$ cat src/rtl/temporizador_regressivo.sv
// BCD countdown timer, MM:SS up to 59:59, decremented once per DIV-cycle tick.
// Load/start/pause control through a four-state FSM; all outputs registered.
module temporizador_regressivo #(
  parameter int unsigned DIV = 50000000
) (
  input  logic       clock,
  input  logic       reset,
  input  logic       load,
  input  logic [2:0] set_m_msd,
  input  logic [3:0] set_m_lsd,
  input  logic [2:0] set_s_msd,
  input  logic [3:0] set_s_lsd,
  input  logic       start,
  input  logic       pause,
  output logic [2:0] m_msd,
  output logic [3:0] m_lsd,
  output logic [2:0] s_msd,
  output logic [3:0] s_lsd,
  output logic       running,
  output logic       done
);

  localparam int unsigned CntW = $clog2(DIV);
  localparam logic [CntW-1:0] CntMax = CntW'(DIV - 1);

  typedef enum logic [1:0] {StIdle, StRun, StPaused, StDone} state_e;

  state_e          state_q, state_d;
  logic [CntW-1:0] presc_q, presc_d;
  logic [2:0]      m_msd_q, m_msd_d;
  logic [3:0]      m_lsd_q, m_lsd_d;
  logic [2:0]      s_msd_q, s_msd_d;
  logic [3:0]      s_lsd_q, s_lsd_d;
  logic            running_q, done_q;

  // Decremented value and borrow chain
  logic [2:0] m_msd_dec;
  logic [3:0] m_lsd_dec;
  logic [2:0] s_msd_dec;
  logic [3:0] s_lsd_dec;
  logic       borrow_s, borrow_sm, borrow_ml;
  logic       dec_zero, cur_zero, tick;

  // BCD decrement with borrow, plus zero detection on current and next value
  always_comb begin
    borrow_s  = (s_lsd_q == 4'd0);
    borrow_sm = borrow_s && (s_msd_q == 3'd0);
    borrow_ml = borrow_sm && (m_lsd_q == 4'd0);

    s_lsd_dec = borrow_s ? 4'd9 : s_lsd_q - 4'd1;
    s_msd_dec = s_msd_q;
    if (borrow_s) s_msd_dec = (s_msd_q == 3'd0) ? 3'd5 : s_msd_q - 3'd1;
    m_lsd_dec = m_lsd_q;
    if (borrow_sm) m_lsd_dec = (m_lsd_q == 4'd0) ? 4'd9 : m_lsd_q - 4'd1;
    m_msd_dec = borrow_ml ? m_msd_q - 3'd1 : m_msd_q;

    dec_zero = (m_msd_dec == 3'd0) && (m_lsd_dec == 4'd0) &&
               (s_msd_dec == 3'd0) && (s_lsd_dec == 4'd0);
    cur_zero = (m_msd_q == 3'd0) && (m_lsd_q == 4'd0) &&
               (s_msd_q == 3'd0) && (s_lsd_q == 4'd0);
    tick     = (presc_q == CntMax);
  end

  // Next-state logic: load > pause > start; decrement only on tick in RUN
  always_comb begin
    state_d = state_q;
    presc_d = presc_q;
    m_msd_d = m_msd_q;
    m_lsd_d = m_lsd_q;
    s_msd_d = s_msd_q;
    s_lsd_d = s_lsd_q;

    if (state_q != StRun && load) begin
      state_d = StIdle;
      presc_d = '0;
      m_msd_d = (set_m_msd > 3'd5) ? 3'd5 : set_m_msd;
      m_lsd_d = (set_m_lsd > 4'd9) ? 4'd9 : set_m_lsd;
      s_msd_d = (set_s_msd > 3'd5) ? 3'd5 : set_s_msd;
      s_lsd_d = (set_s_lsd > 4'd9) ? 4'd9 : set_s_lsd;
    end else begin
      unique case (state_q)
        StIdle, StPaused: begin
          // IDLE always holds a cleared prescaler, so PAUSED resumes mid-count
          if (start && !cur_zero) state_d = StRun;
        end
        StRun: begin
          if (pause) begin
            state_d = StPaused;
          end else if (tick) begin
            presc_d = '0;
            m_msd_d = m_msd_dec;
            m_lsd_d = m_lsd_dec;
            s_msd_d = s_msd_dec;
            s_lsd_d = s_lsd_dec;
            if (dec_zero) state_d = StDone;
          end else begin
            presc_d = presc_q + 1'b1;
          end
        end
        StDone: begin
          state_d = StDone;
        end
        default: state_d = StIdle;
      endcase
    end
  end

  // State registers with synchronous reset; status flags follow next state
  always_ff @(posedge clock) begin
    if (reset) begin
      state_q   <= StIdle;
      presc_q   <= '0;
      m_msd_q   <= '0;
      m_lsd_q   <= '0;
      s_msd_q   <= '0;
      s_lsd_q   <= '0;
      running_q <= 1'b0;
      done_q    <= 1'b0;
    end else begin
      state_q   <= state_d;
      presc_q   <= presc_d;
      m_msd_q   <= m_msd_d;
      m_lsd_q   <= m_lsd_d;
      s_msd_q   <= s_msd_d;
      s_lsd_q   <= s_lsd_d;
      running_q <= (state_d == StRun);
      done_q    <= (state_d == StDone);
    end
  end

  assign m_msd   = m_msd_q;
  assign m_lsd   = m_lsd_q;
  assign s_msd   = s_msd_q;
  assign s_lsd   = s_lsd_q;
  assign running = running_q;
  assign done    = done_q;

endmodule

$ cat config.mk
export PLATFORM = sky130hd
export DESIGN_NAME = temporizador_regressivo
export DESIGN_NICKNAME = d
export VERILOG_FILES = /design/src/rtl/temporizador_regressivo.sv
export SDC_FILE = /design/constraint.sdc
export NUM_CORES = 1
export LEC_CHECK = 0
export CAP_MARGIN = 5
export CORE_MARGIN = 2
export CORE_UTILIZATION = 49
export DETAILED_ROUTE_END_ITERATION = 8
export PLACE_DENSITY = 0.84
export SYNTH_ARGS = -nofsm -noshare
export SYNTH_HDL_FRONTEND = slang
export SYNTH_SLANG_ARGS = --single-unit
$ cat constraint.sdc
create_clock -name clock -period 1.8 [get_ports clock]
set_input_delay 0.36 -clock clock [delete_from_list [all_inputs] [get_ports clock]]
set_output_delay 0.36 -clock clock [all_outputs]
set_load 0.02 [all_outputs]
==> qor.txt <==
crit share post-route: 1.198
MaxCap Viol Count: 0
Worst Hold Class: reg -> reg
RR Endpoint: s_lsd[1]
Post-CTS Hold Buffers: 0
RSZ-0062 raised after global routing: true
combinational power share: 0.217
Worst Setup End Kind: register
library cells used by synthesis: 51
core area: 0.004661 mm²
die area: 0.005368 mm²
internal power: 1.645 mW
critical path class: reg -> reg
first-pass GRT wire length: 11120 µm
Slew @ Worst Pin: 468.5 ps
Clk Latency, worst-skew pair: 300 ps
Final Max Slew Viols: 0
Syn Inst Count: 279
crit-path max FO: 4
Syn Std Cell Area: 0.002351 mm²
GRT overflow: 0
Setup crit start kind: register
CTS Sinks: 44
Max VDD drop: 0.0003618 V
H-tree levels: 2
synthesized area per cell: 8.427 µm²
fin nets: 395
Warnings, synthesis: 0
clock-pin slew on the worst setup and hold paths: 80 ps
Seq/Total Area, Yosys: 0.3747
Net Sw Power: 0.6089 mW
area grow syn2layout: 57.16%
total power: 2.254 mW
final worst slack: -356.5 ps
flop-to-flop setup slack: -360 ps
hold path cells: 2
deepest clock path buffer count: 2
vias in the first global route: 2388
Switching Share: 0.2701
failing checks: setup timing
via count: 2554
GRT Overall Usage: 0.2691
number of synthesized flops with an enable pin: 0
worst hold endpoint: presc_q[1]
die width: 73.27 µm
Min Clock Period, post-route: 2156 ps
# port buffers: 34
final HPWL from detailed placement: 4505 µm
# diodes: 0
Flop pwr share: 0.451
Worst slew margin: 0.6853
routability cong.: 0.8925
Ports: 35
skew final: 7.609 ps
R2R cell count: 6
clock share of power: 0.333
FMAX: 463.7 MHz
post-route antenna net violation count: 0
placed cells: 412
WP data arrival: 2340 ps
outcome: finished with violations
initial antenna violation count: 0
largest net degree at the start of global routing: 14
CTS tree: built
DIE HEIGHT: 73.27 µm
worst r2r src: presc_q[11]
Worst EP required: 1990 ps
Mapped Nets: 301
FFs w/ async S/R, synth: 0
hold violation count in the final report: 0
Cell Count, Final, Fillers Out: 428
Initial Utilization: 0.5044
#FFs+latches synth: 44
fill count: 285
Root Buffer: clkbuf_8
Pre-antenna DRT Iters: 4
Rows: 25
CTS buffer count: 5
hold_sp: presc_q[1]
Initial DRC Count: 135
drt via density: 5.967
Routed WL: 7894 µm
Leak Pwr: 1.386 nW
Residual DRC: 0
pre-CTS setup slack: -373.0 ps
share of cells above drive strength 1: 0.3583
Top FF cell, synth: dfxtp_1
DR WL/cell: 18.44 µm
PwrDens: 610.1 mW/mm²
Final setup viols: 44
-- area by class of cell --
cell class	count	area [µm²]	share of cell area
multi-input cells	215	1678	0.4541
inverters	9	33.78	0.009143
clock buffers	6	72.57	0.01964
repair buffers	98	915.9	0.2479
flip-flops and latches	44	892.1	0.2414
well taps	54	67.56	0.01829
clock inverters	2	35.03	0.009482
-- power groups by stage --
stage                     combinational, mW  clock (mW)  sequential [mW]
after global routing                  0.512       0.791             1.02
final                                 0.488       0.750             1.02
after CTS                             0.415       0.753             1.01
after detailed placement              0.386           0             1.04
after global placement                0.380           0             1.04
after floorplan                       0.171           0             1.08
-- registers in the layout (all words and copies together), names as in the netlist --
register,cells
done,1
m_lsd,4
m_msd,3
presc_q,26
running,1
s_lsd,4
s_msd,3
state_q,2
-- cell usage after synthesis (2+ instances only) --
library cell  count  area (µm²)
a211oi_1          4       30.03
and3_1            7       43.79
clkbuf_1          5       18.77
nand3_1          13       65.06
nand4_1          13       81.33
nor3_1            9       45.04
a211oi_2          2       25.02
or3_1             2       12.51
xnor2_1           5       43.79
ha_1              3       37.54
xor2_1           22       192.7
inv_1             8       30.03
nor4_2            3       37.54
or4_1             2       15.01
o21ai_0          12       60.06
nand3_2           2       20.02
nand2_1          25       93.84
a31oi_1           3       18.77
buf_2             5       25.02
and2_1            4       25.02
nand4b_1          5       43.79
a21oi_1           6       30.03
nor4_1            2       12.51
mux2i_1           5       50.05
dfxtp_1          44       880.8
nand2b_1          2       12.51
nor2_1           38       142.6
a211o_1           2       17.52
nor2b_1           4       25.02
-- routing by layer --
layer / vias to the layer above / routed length [µm] / global-route usage
met4: 0 / 292 / 0.1008
met2: 120 / 4100 / 0.4665
li1: 1186 / - / -
met1: 1220 / 3058 / 0.3322
met5: - / 0 / 0
met3: 28 / 443 / 0.04664
-- kinds of logic (layout without fill, tap and decap cells) --
kind of cell	after synthesis	count (layout)	synth area share
AOI/OAI and AO/OA	37	37	0.1080
xor gates and xnor gates	27	27	0.1006
adders and majority gates	3	3	0.01597
buffers and inverters	20	115	0.03778
DFF	44	44	0.3747
muxes	5	5	0.02129
and+or+nand+nor	143	143	0.3417
-- placed cells by master, fill, tap and decap left out, drive strengths merged, types with 10 or more instances in the layout --
master,n
nor3,10
xor2,22
dfxtp,44
o21ai,12
buf,62
nand3,15
nand2,25
nor2,38
nand4,13
clkdlybuf4s50,32
-- worst max-delay path, stage by stage (launching register included) --
cell and delay [ps]:
dfxtp_2 340, or4_4 570, nor4_4 420, and3_4 290
buf_6 120, mux2i_1 220, o21ai_1 80
-- what timing repair did --
action                     CTS  global route
gates cloned                 1             2
setup buffers                4             3
pin swaps                   19            30
setup endpoints to repair   43            46
resized for setup           19            59
-- metrics by stage --
step | setup TNS, ps | util | hold slack, ps | area, µm²
6_report | -12950 | 0.7928 | 509.2 | 3695
5_1_grt | -14570 | 0.7928 | 532.7 | 3695
4_1_cts | -6675 | 0.7315 | 484.8 | 3410
3_5_place_dp | -10890 | 0.6811 | 478.9 | 3174
3_3_place_gp | -8925 | 0.6811 | 464.6 | 3174
2_1_floorplan | -1751 | - | 453.6 | 2400
-- how the worst max path moves through the flow --
| stage | cells after the start | endpoint | start |
|---|---|---|---|
| after global placement | 7 | m_msd[0] | pause |
| after detailed placement | 7 | m_msd[0] | pause |
| final | 6 | s_lsd[1] | presc_q[11] |
| after floorplan | 5 | s_msd[2] | presc_q[9] |
| after global routing | 6 | s_lsd[1] | presc_q[10] |
| after CTS | 7 | m_lsd[0] | presc_q[11] |
Note: power is estimated with default switching activity, not from simulation.
